### src/rtl/ffbank_pkg.sv
// ffbank_pkg: shared mode encoding for the multimode flip-flop bank.
//   ffbank_mode_t : 2-bit channel mode code
//   FFB_MODE_*    : D=00, T=01, JK=10, SR=11
package ffbank_pkg;

   typedef logic [1:0] ffbank_mode_t;

   localparam ffbank_mode_t FFB_MODE_D  = 2'b00;
   localparam ffbank_mode_t FFB_MODE_T  = 2'b01;
   localparam ffbank_mode_t FFB_MODE_JK = 2'b10;
   localparam ffbank_mode_t FFB_MODE_SR = 2'b11;

endpackage

### src/rtl/ffbank_cell.sv
// ffbank_cell: one run-time configurable D/T/JK/SR flip-flop channel.
//   clk, reset      : rising-edge clock, async active-high reset
//   en              : update enable; q holds when low
//   a, b            : primary/secondary inputs (D/T/J/S, -/-/K/R)
//   mode            : channel mode code
//   q               : channel state (registered)
//   illegal_evt_c   : combinational SR 11 event for this cycle (only when en)
module ffbank_cell
   import ffbank_pkg::*;
(
   input  logic         clk,
   input  logic         reset,
   input  logic         en,
   input  logic         a,
   input  logic         b,
   input  ffbank_mode_t mode,
   output logic         q,
   output logic         illegal_evt_c
);

   logic q_nxt;

   // Next-state selection by mode; SR 11 holds q and flags an event.
   always_comb begin
      q_nxt         = q;
      illegal_evt_c = 1'b0;
      case (mode)
         FFB_MODE_D: q_nxt = a;
         FFB_MODE_T: q_nxt = q ^ a;
         FFB_MODE_JK: begin
            case ({a, b})
               2'b01:   q_nxt = 1'b0;
               2'b10:   q_nxt = 1'b1;
               2'b11:   q_nxt = ~q;
               default: q_nxt = q;
            endcase
         end
         default: begin
            case ({a, b})
               2'b01:   q_nxt = 1'b0;
               2'b10:   q_nxt = 1'b1;
               2'b11:   illegal_evt_c = en;
               default: q_nxt = q;
            endcase
         end
      endcase
   end

   // State register.
   always_ff @(posedge clk or posedge reset) begin
      if (reset)   q <= 1'b0;
      else if (en) q <= q_nxt;
   end

endmodule

### src/rtl/ffbank_multimode.sv
// ffbank_multimode: bank of WIDTH configurable flip-flop channels.
//   clk, reset   : rising-edge clock, async active-high reset
//   en           : global update enable
//   a, b         : per-channel inputs
//   cfg_we/ch/mode : mode-table write port (out-of-range channel ignored)
//   illegal_clr  : clears sticky illegal flags (a same-cycle event wins)
//   q, qn        : channel state and its complement
//   mode         : mode table, channel i at [2i+1:2i]
//   illegal      : sticky per-channel SR 11 flags
//   err_cnt      : saturating illegal-event count (macro FFBANK_ERR_CNT_EN)
module ffbank_multimode
   import ffbank_pkg::*;
#(
   parameter int unsigned WIDTH = 8,
   parameter int unsigned CNT_W = 8
) (
   input  logic                     clk,
   input  logic                     reset,
   input  logic                     en,
   input  logic [WIDTH-1:0]         a,
   input  logic [WIDTH-1:0]         b,
   input  logic                     cfg_we,
   input  logic [$clog2(WIDTH)-1:0] cfg_ch,
   input  logic [1:0]               cfg_mode,
   input  logic                     illegal_clr,
   output logic [WIDTH-1:0]         q,
   output logic [WIDTH-1:0]         qn,
   output logic [2*WIDTH-1:0]       mode,
`ifdef FFBANK_ERR_CNT_EN
   output logic [CNT_W-1:0]         err_cnt,
`endif
   output logic [WIDTH-1:0]         illegal
);

   localparam int unsigned CH_W = $clog2(WIDTH);

   ffbank_mode_t     mode_tbl [WIDTH];
   logic [WIDTH-1:0] evt;

   // Channel instances and mode-table fan-out.
   for (genvar i = 0; i < WIDTH; i++) begin : g_ch
      ffbank_cell u_cell (
         .clk           (clk),
         .reset         (reset),
         .en            (en),
         .a             (a[i]),
         .b             (b[i]),
         .mode          (mode_tbl[i]),
         .q             (q[i]),
         .illegal_evt_c (evt[i])
      );
      assign mode[2*i +: 2] = mode_tbl[i];
   end

   assign qn = ~q;

   // Mode table; the cell sees the old entry on the write edge.
   always_ff @(posedge clk or posedge reset) begin
      if (reset) begin
         for (int i = 0; i < WIDTH; i++) mode_tbl[i] <= FFB_MODE_D;
      end else if (cfg_we) begin
         for (int i = 0; i < WIDTH; i++)
            if (32'(cfg_ch) == i) mode_tbl[i] <= cfg_mode;
      end
   end

   // Sticky flags: clear everything, then OR in this cycle's events.
   always_ff @(posedge clk or posedge reset) begin
      if (reset) illegal <= '0;
      else       illegal <= (illegal_clr ? '0 : illegal) | evt;
   end

`ifdef FFBANK_ERR_CNT_EN
   localparam int unsigned SUM_W = CNT_W + 1;

   logic [SUM_W-1:0] pop_c;
   logic [SUM_W-1:0] sum_c;

   // Popcount of events added at one extra bit so overflow is visible.
   always_comb begin
      pop_c = '0;
      for (int i = 0; i < WIDTH; i++) pop_c = pop_c + SUM_W'(evt[i]);
      sum_c = SUM_W'(err_cnt) + pop_c;
   end

   // Saturating counter, cleared only by reset.
   always_ff @(posedge clk or posedge reset) begin
      if (reset)             err_cnt <= '0;
      else if (sum_c[CNT_W]) err_cnt <= '1;
      else                   err_cnt <= sum_c[CNT_W-1:0];
   end
`endif

   // cfg_ch is only compared against the loop index; keep its width tied.
   logic unused_ch_w;
   assign unused_ch_w = (CH_W == 0);

endmodule

### config.mk
export PLATFORM = sky130hd
export DESIGN_NAME = ffbank_multimode
export DESIGN_NICKNAME = d
export VERILOG_FILES = /design/src/rtl/ffbank_pkg.sv /design/src/rtl/ffbank_cell.sv /design/src/rtl/ffbank_multimode.sv
export SDC_FILE = /design/constraint.sdc
export NUM_CORES = 1
export LEC_CHECK = 0
export BUFFER_PORTS_ARGS = -buffer_cell sky130_fd_sc_hd__buf_2
export CAP_MARGIN = 20
export CORE_MARGIN = 3
export CORE_UTILIZATION = 45
export DETAILED_ROUTE_END_ITERATION = 16
export PLACE_DENSITY = 0.7
export SETUP_SLACK_MARGIN = 0.02
export SLEW_MARGIN = 20
export SYNTH_ARGS = -nofsm -noshare
export SYNTH_HDL_FRONTEND = slang
export SYNTH_SLANG_ARGS = --single-unit
### constraint.sdc
create_clock -name clk -period 2.43 [get_ports clk]
set_input_delay 0 -clock clk [delete_from_list [all_inputs] [get_ports clk]]
set_output_delay 0 -clock clk [all_outputs]
set_load 0.01 [all_outputs]
**Word level (Yosys, flattened, before mapping)**

Index checks and enable logic that the tools add are counted.

- Equality and inequality tests: 55
- Muxes and demuxes: 41
- Bitwise operators: 18
- Reduce and logical (&&, ||, !) cells: 41

Operators by type and width:

| kind | number |
|---|---|
| $eq 2x2->1 const B | 24 |
| $pmux 1 s3 | 16 |
| $reduce_bool 5->1 | 8 |
| $eq 2x1->1 const B | 16 |
| $ne 4x2->1 const B | 8 |
| $reduce_and 3->1 | 8 |
| $reduce_or 3->1 | 8 |
| $logic_not 2->1 | 8 |
| $mux 1 | 16 |
| $pmux 1 s2 | 8 |
| $reduce_and 2->1 | 8 |
| $eq 3x3->1 const B | 4 |
| $mux 8 | 1 |
| $not 1->1 | 8 |
| $not 8->8 | 1 |
| $or 8x8->8 | 1 |
| $xor 1x1->1 | 8 |
| $eq 3x2->1 const B | 2 |
| $eq 3x1->1 const B | 1 |
| $logic_not 3->1 | 1 |

- Register bits after elaboration: 32
- Input port bits: 26
- Output and inout port bits: 40

**Depth between registers and ports, before layout**

Gate-level depths: netlist of run 1.

- Word-level depth: 4
- Gate-level depth with buffers: 6

**By module**

From an unflattened synthesis of run 1, not the netlist that was laid out.

- Cell total of the unflattened synthesis: 258
- Area total of the unflattened synthesis: 2575.0 um^2

By module, submodules not included:

| module | times used | cells each | area each (um^2) | seq. area each (um^2) |
|---|---|---|---|---|
| ffbank_cell | 8 | 24 | 201.4 | 25.0 |
| ffbank_multimode | 1 | 66 | 963.4 | 600.6 |

**Least setup slack after synthesis of run 1**

No wires, ideal clock.

- Path kind: register to register
- From: register mode_tbl (netlist bit mode[12])
- To: register g_ch[6].u_cell.q
- Data arrival time: 1.151 ns
- Required time: 2.304 ns
- Path slack: 1.153 ns
- Stages on the path, launching flop included: 5
- Path buffers: 0
- Clock period less this slack: 1.277 ns
- Path through: dfrtp_1 > nor3b_2 > a21oi_1 > and3_1 > a221o_1

- Word-level cells in the longest chain between the ends: 3
- Elaborated cells between the ends (all ways): 7

Ends and longest elaborated chain:

| what | line | source |
|---|---|---|
| start, declared | ffbank_multimode.sv:37 | `ffbank_mode_t mode_tbl [WIDTH];` |
| start signal, assigned by index | ffbank_multimode.sv:63 | `if (32'(cfg_ch) == i) mode_tbl[i] <= cfg_mode;` |
| $eq 2x2->1, or another cell as far along | ffbank_cell.sv:27 | `case (mode)` |
| $ne 4x2->1 (no source line) or $reduce_bool 5->1 (tied branches) | n/a |  |
| $reduce_and 3->1 (no source line) | n/a |  |
| end signal, assigned | ffbank_cell.sv:52 | `else if (en) q <= q_nxt;` |
| end, declared | ffbank_cell.sv:17 | `output logic q,` |

Parallel ways exist; a longest one is shown, timed or not.
A chain may end at the register's enable or synchronous reset.

**Worst setup path in the final report of run 1**

Ends and elaborated chain as after synthesis.

==> results.cfg, run 1 <==
[timing]
rsz0062_at_grt = no
min_period_over_period_pct = 53.77
setup_violations = 0
fin_ws_ns = 1.123
clock_skew_ns = 0.002442
timing.slew.headroom_pct = 58.52
tns_ns = 0
final-hold-violation-count = 0
final_max_slew_viol_count = 0
worst_pin_slew_ns = 0.6215
min_period_ns = 1.307
max_freq_mhz = 765.3

[cts]
clock-sinks = 32
cts_resized = 0
insertion_delay_ns = 0.28
cts_tree = done
clockBufferDepth = 2
clock-root-buffer = clkbuf_8
clk_pin_slew_worst_paths_ns = 0.06
htreeDepth = 2
cts-buffers-inserted = 5

[floorplan]
rows = 25
die_h_um = 78.61
design.core.area_um2 = 4911
start_util_pct = 48.31
die_area_um2 = 6179
io_pins = 66
die_x_um = 78.61

[setup_path]
crit_path_start_kind = flop
crit_required_ns = 2.59
rr_worst_depth = 4
critPathArrivalTime_ns = 1.47
critPathCapture = g_ch[6].u_cell.q
critPathKind = reg -> reg
crit_path_top_delay_cell = dfrtp_1
startpoint = mode[12]
rrSetupSlack_ns = 1.12
r2r-end = g_ch[6].u_cell.q
r2r-start = mode[12]
worst_path_largest_cell_delay_ns = 0.46
cp_cell_sequence = nor3b_2 > a21oi_1 > and3_1 > a221o_1
critPathCaptureType = flop
worstPathMaxFanout = 8

[placement]
pre_cts_ws_ns = 1.110
portBuffers = 65
dp_hpwl_um = 3654
post_dp_cell_area_um2 = 2703
place.gp.congestion = 0.7943

[logic_synthesis]
ys_types = 44
synth-seq-cells = 32
syn_inst = 257
synthArstFlopShare_pct = 100.0
netlist.area_leader.share_pct = 33.76
yosys_warnings = 0
synthFlopType = dfrtp_1
synth_area_um2 = 2372
avgSynthCellArea_um2 = 9.231
synthTopCellsByArea = dfrtp_1, ha_1, inv_1, mux2_2, o21ai_0
ys_top_cells_by_count = inv_1, dfrtp_1, ha_1, nand2_1, o21ai_0
synthesis.nets = 315
yosysTopAreaCell = dfrtp_1
synth_edf_count = 0
yosysMostFrequentCell = inv_1
seq_area_frac_synth_pct = 33.76

[layout]
fin_area_um2 = 2809
drive_above_1_share_pct = 27.90
fillerInstances = 468
nNetsFinal = 377
area_growth_pct = 18.41
antenna_cells = 0

[drt]
via_per_inst = 5.150
drtIter0Drc = 72
routedWlPerCell_um = 12.42
num_vias = 1988
drtAntennaViolNets = 0
finalWirelength_um = 4795
dr.pass1.iters = 4
drcViolationCount = 0

[grt]
grt_pass1_vias = 1786
grt_max_degree = 22
antenna_found_initial = 0
grtUsageMet3_pct = 4.702
gr-usage-all-layers_pct = 16.07
grt_pass1_wl_um = 8038
grt.busiest_layer = met2
met2_usage_pct = 25.21
overflow = 0
grtUsageMet1_pct = 21.59

[pwr]
peakVddDrop_uv = 386.1
total_leakage_power_nw = 1.436
p_per_area_nw_per_um2 = 686.0

[run]
maxCapViolations = 0

[status]
status = complete, no violations

[min_path]
min_path_type = in -> reg
[power by group]
group	switching (mW)	leakage [nW]	internal [mW]
clock	0.183	0.0503	0.252
combinational	0.360	0.987	0.324
sequential	0.156	0.399	0.652
[per-stage QoR]
step                      hold WS (ns)  instances  util (%)  power [mW]
final                          0.04785        386     57.20       1.927
after CTS                      0.04559        386     57.20       1.954
after global routing           0.06667        386     57.20       2.078
after detailed placement        0.1236        378     55.03       1.507
after global placement          0.1101        378     55.03       1.493
after floorplan                0.09645        257         -       1.292
[critical path, delay by kind of cell (launching register included)]
kind,cells,cell delay (ns)
flip-flops,1,0.46
AND/OR/NAND/NOR,2,0.40
AO/OA/AOI/OAI,2,0.34
[flip-flops by register name (all words and copies together) (netlist names)]
register       count
mode              16
illegal            8
g_ch.u_cell.q      8
[cells by family after synthesis]
family,count (synthesis),synth area share (%)
XOR/XNOR,5,1.846
multiplexers,13,6.171
AND/OR/NAND/NOR,69,16.88
adder cells (fa/ha/maj),32,16.88
flip-flops,32,33.76
AO/OA/AOI/OAI,54,14.51
buffers and inverters,52,9.968
[worst min path at each step]
stage | to | start | slack (ns) | depth (start not counted)
final | mode[3] | cfg_mode[1] | 0.05 | 3
after global routing | mode[3] | cfg_mode[1] | 0.07 | 3
after CTS | mode[1] | cfg_mode[1] | 0.05 | 3
after detailed placement | illegal[0] | reset | 0.12 | 2
after global placement | illegal[0] | reset | 0.11 | 2
after floorplan | illegal[6] | illegal_clr | 0.1 | 1
[placed cells by master, fill, tap and decap left out, types with 4 or more instances in the layout]
| master | count |
|---|---|
| buf_2 | 65 |
| inv_1 | 40 |
| ha_1 | 32 |
| dfrtp_1 | 32 |
| nand2_1 | 24 |
| o21ai_0 | 20 |
| mux2_2 | 12 |
| a21oi_1 | 9 |
| nor2_1 | 7 |
| clkbuf_8 | 7 |
| nand4_1 | 5 |
| o22ai_1 | 5 |
| xnor2_1 | 4 |
| and3_1 | 4 |
| o31ai_1 | 4 |
| nor3_1 | 4 |
| nor3b_1 | 4 |
[layer usage]
layer / wire [um] / part of all wire [%]
met2: 2156 / 45
met5: 0 / 0
met1: 2290 / 48
met4: 45 / 0.94
met3: 302 / 6.3
[final cells by class]
class	count	area [um2]	share of cell area [%]
sequential	32	800.8	28.51
timing repair buffer	67	342.8	12.20
tap	67	83.83	2.984
clock buffer	7	96.34	3.430
multi-input combinational	173	1335	47.53
inverter	40	150.1	5.345
[repair_timing]
action,CTS,global route
hold buffers,1,0
buffers inserted,0,0
endpoints found under the hold margin,16,0
No activity file was read; power rests on OpenSTA's default activity.
==> run 2: changes to the inputs <==
--- a/config.mk
+++ b/config.mk
@@ -10,7 +10,7 @@
 export CORE_MARGIN = 3
 export CORE_UTILIZATION = 45
 export DETAILED_ROUTE_END_ITERATION = 16
-export PLACE_DENSITY = 0.7
+export PLACE_DENSITY = 0.73
 export SETUP_SLACK_MARGIN = 0.02
 export SLEW_MARGIN = 20
 export SYNTH_ARGS = -nofsm -noshare
==> constraint.sdc (replaced) <==
create_clock -name clk -period 1.18 [get_ports clk]
set_input_delay 0 -clock clk [delete_from_list [all_inputs] [get_ports clk]]
set_output_delay 0 -clock clk [all_outputs]
set_load 0.01 [all_outputs]
==> results.cfg, run 2 (same netlist as run 1, synthesis figures left out) <==
[floorplan]
start_util_pct = 48.31
die_x_um = 78.61
io_pins = 66
rows = 25
design.core.area_um2 = 4911
die_h_um = 78.61
die_area_um2 = 6179

[timing]
clock_skew_ns = 0.004010
rsz0062_at_grt = yes
fin_ws_ns = -0.05637
worst_pin_slew_ns = 0.4186
timing.slew.headroom_pct = 72.09
setup_violations = 2
max_freq_mhz = 808.8
min_period_over_period_pct = 104.8
whs_ns = 0.04887
final-hold-violation-count = 0
min_period_ns = 1.236
final_max_slew_viol_count = 0
tns_ns = -0.09717

[run]
maxCapViolations = 0

[cts]
htreeDepth = 2
clk_pin_slew_worst_paths_ns = 0.06
cts-buffers-inserted = 5
clock-sinks = 32
insertion_delay_ns = 0.28
cts_tree = done
clockBufferDepth = 2
clock-root-buffer = clkbuf_8

[drt]
routedWlPerCell_um = 12.89
num_vias = 2068
drtAntennaViolNets = 0
via_per_inst = 5.094
drcViolationCount = 0
dr.pass1.iters = 4
drtIter0Drc = 62
finalWirelength_um = 5232

[layout]
nNetsFinal = 396
final_common_cell = buf_2
mostFrequentLayoutCells = buf_2, inv_1, ha_1, dfrtp_1, nand2_1
fin_util_pct = 61.48
drive_above_1_share_pct = 36.87
area_growth_pct = 27.27
antenna_cells = 0
largest_reg_flops = 16

[pwr]
p_per_area_nw_per_um2 = 1413
total_leakage_power_nw = 1.530
finalPower_mw = 4.266
peakVddDrop_uv = 930.1

[setup_path]
r2r-end = g_ch[6].u_cell.q
rrSetupSlack_ns = -0.06
crit_path_top_delay_cell = dfrtp_2
worstPathMaxFanout = 6
critPathCaptureType = flop
critPathArrivalTime_ns = 1.40
startpoint = mode[12]
worst_path_largest_cell_delay_ns = 0.45
crit_required_ns = 1.34
rr_worst_depth = 4
crit_path_start_kind = flop
critPathKind = reg -> reg
r2r-start = mode[12]
cp_cell_sequence = nor3b_2 > a21oi_2 > and3_1 > a221o_1

[placement]
place.gp.congestion = 0.7987
portBuffers = 65
dp_hpwl_um = 3863

[grt]
grt_max_degree = 33
overflow = 0
grt_pass1_wl_um = 8769
gr-usage-all-layers_pct = 17.31
grt_pass1_vias = 1956
antenna_found_initial = 0

[status]
violations = setup timing
status = finished, violations left

[min_path]
hp-start = cfg_mode[1]
hold-path-endpoint = mode[3]
whs_path_depth = 3
min_path_type = in -> reg
[run 2: metrics by stage]
| step | cell area, um2 | std cells | setup slack, ns |
|---|---|---|---|
| after floorplan | 2380 | 257 | -0.04536 |
| after global placement | 2809 | 392 | -0.07226 |
| after detailed placement | 2809 | 392 | -0.1561 |
| after CTS | 2922 | 401 | -0.06232 |
| after global routing | 3019 | 406 | -0.1026 |
| final | 3019 | 406 | -0.05637 |
[run 2: repair_timing]
action / in CTS / in global routing
setup buffers: 0 / 5
hold buffers: 1 / 0
cloned: 0 / 0
endpoints found under the setup margin: 4 / 8
hold endpoints to repair: 32 / 0
pin swaps: 10 / 11
resized for setup: 4 / 20
[run 2: final cells by class]
cell class	instances	area, um2
fillers	422	1892
repair buffers	86	489.2
clock buffers	8	90.09
well taps	67	83.83
multi-input cells	173	1396
flip-flops and latches	32	809.5
inverters	40	150.1
[run 2: layer usage]
metal	part of all wire, %	global-route usage (%)	up-vias
met5	0	0	-
li1	-	-	1042
met3	6.4	4.587	8
met4	1.1	4.196	0
met2	49	29.63	54
met1	43	21.59	964
[run 2: worst max-delay path: cells and delay by family (launching register included)]
family,cells,cell delay [ns]
compound gates,2,0.34
flops,1,0.45
simple gates,2,0.34
[run 2: how the worst max path moves through the flow]
stage | slack (ns) | end
4_1_cts | -0.06 | g_ch[6].u_cell.q
5_1_grt | -0.10 | g_ch[4].u_cell.q
3_3_place_gp | -0.07 | g_ch[6].u_cell.q
2_1_floorplan | -0.05 | g_ch[4].u_cell.q
6_report | -0.06 | g_ch[6].u_cell.q
3_5_place_dp | -0.16 | g_ch[4].u_cell.q
[run 2: power by group]
group / internal, mW / switching, mW / leakage [nW]
sequential: 1.35 / 0.295 / 0.391
combinational: 0.892 / 0.877 / 1.09
clock: 0.475 / 0.373 / 0.0455
==> run 3: changes to the inputs <==
--- a/config.mk
+++ b/config.mk
@@ -7,10 +7,12 @@
 export LEC_CHECK = 0
 export BUFFER_PORTS_ARGS = -buffer_cell sky130_fd_sc_hd__buf_2
 export CAP_MARGIN = 20
+export CELL_PAD_IN_SITES_DETAIL_PLACEMENT = 1
+export CELL_PAD_IN_SITES_GLOBAL_PLACEMENT = 1
 export CORE_MARGIN = 3
-export CORE_UTILIZATION = 45
+export CORE_UTILIZATION = 35
 export DETAILED_ROUTE_END_ITERATION = 16
-export PLACE_DENSITY = 0.73
+export PLACE_DENSITY = 0.84
 export SETUP_SLACK_MARGIN = 0.02
 export SLEW_MARGIN = 20
 export SYNTH_ARGS = -nofsm -noshare
==> results.cfg, run 3 (same netlist as run 1, synthesis figures left out) <==
[status]
status = finished, violations left
violations = setup timing

[grt]
grt_pass1_wl_um = 10160
grt_max_degree = 33
antenna_found_initial = 0
grt_pass1_vias = 2207
overflow = 0
gr-usage-all-layers_pct = 16.55

[layout]
finalNonFillerCells = 424
antenna_cells = 0
final_common_cell = buf_2
drive_above_1_share_pct = 38.04
area_growth_pct = 29.69
fillerInstances = 798
nNetsFinal = 404
fin_util_pct = 47.64
mostFrequentLayoutCells = buf_2, inv_1, ha_1, buf_4, dfrtp_1
largest_reg_flops = 16

[setup_path]
worst_path_largest_cell_delay_ns = 0.46
r2r-start = mode[8]
crit_required_ns = 1.33
crit_path_top_delay_cell = dfrtp_2
critPathKind = reg -> reg
startpoint = mode[8]
crit_path_start_kind = flop
cp.buffers_inverters = 1
critPathArrivalTime_ns = 1.42
worstPathMaxFanout = 7
cp_cell_sequence = buf_6 > xor2_1 > nand2_1 > a21oi_1 > a211o_1
crit_family = flip-flops
critPathCaptureType = flop

[cts]
insertion_delay_ns = 0.27
clock-root-buffer = clkbuf_8
clock-sinks = 32
cts_tree = done
htreeDepth = 2
clockBufferDepth = 2
cts-buffers-inserted = 5
clk_pin_slew_worst_paths_ns = 0.07

[timing]
tns_ns = -0.2066
min_period_ns = 1.270
max_freq_mhz = 787.4
final-hold-violation-count = 0
min_period_over_period_pct = 107.6
timing.slew.headroom_pct = 70.62
clock_skew_ns = 0.003809
final_max_slew_viol_count = 0
fin_ws_ns = -0.09004
setup_violations = 3
whs_ns = 0.06437
worst_pin_slew_ns = 0.4407
rsz0062_at_grt = yes

[floorplan]
die_h_um = 88.33
design.core.area_um2 = 6459
start_util_pct = 36.73
die_area_um2 = 7802
io_pins = 66
rows = 29
die_x_um = 88.33

[drt]
via_per_inst = 5.113
drtAntennaViolNets = 0
finalWirelength_um = 6446
drtIter0Drc = 49
drcViolationCount = 0
dr.pass1.iters = 4
routedWlPerCell_um = 15.20
num_vias = 2168

[placement]
dp_cells = 406
portBuffers = 65
dp_hpwl_um = 4767
place.gp.congestion = 0.8326

[run]
maxCapViolations = 0

[pwr]
p_per_area_nw_per_um2 = 1412
total_leakage_power_nw = 1.565
peakVddDrop_uv = 636.4

[min_path]
min_path_type = in -> reg
hp-start = cfg_mode[1]
[run 3: metal layers]
layer / wire, um / vias to the layer above / track usage (%)
li1: - / 1057 / -
met1: 2646 / 1054 / 20.18
met2: 3399 / 51 / 28.89
met3: 358 / 6 / 3.724
met4: 40 / 0 / 5.357
met5: 0 / - / 0
[run 3: repair_timing]
action                                 4_1_cts  5_1_grt
hold buffers                                 1        0
resized for setup                            5       17
pin swaps                                    9        7
endpoints found under the hold margin       32        0
setup endpoints to repair                    7        8
buffers inserted                             3        6
[run 3: final timing paths]
check / endpoint / slack, ns / cells past startpoint
min reg2reg: illegal[3] / 0.52 / 2
max reg2reg: g_ch[4].u_cell.q / -0.09 / 5
min: mode[1] / 0.06 / 3
max in group asynchronous: mode[12] / 0.46 / 4
min in group asynchronous: illegal[2] / 0.39 / 4
max: g_ch[4].u_cell.q / -0.09 / 5
[run 3: report_power, final]
group	total [mW]	switching (mW)	internal [mW]
Sequential	1.66	0.309	1.35
Combinational	1.88	0.932	0.951
Clock	0.800	0.387	0.414
[run 3: area by class of cell]
| type | instances | area (um2) | share of cell area [%] |
|---|---|---|---|
| Clock buffer | 7 | 76.32 | 2.481 |
| Clock inverter | 1 | 5.005 | 0.1627 |
| Inverter | 40 | 150.1 | 4.880 |
| Multi-Input combinational cell | 173 | 1386 | 45.06 |
| Sequential cell | 32 | 809.5 | 26.31 |
| Tap cell | 77 | 96.34 | 3.131 |
| Timing Repair Buffer | 94 | 553.0 | 17.97 |
[run 3: per-stage QoR]
step	total power, mW	instance area, um2	setup WS (ns)
after floorplan	2.680	2380	-0.04536
after global placement	3.256	2851	-0.07782
after detailed placement	3.334	2851	-0.1302
after CTS	4.230	2984	-0.07372
after global routing	4.698	3077	-0.1344
final	4.346	3077	-0.09004
[run 3: tightest hold or removal path, stage by stage]
cell and delay (ns):
buf_2 0.16, nand2_1 0.07, o21ai_0 0.07
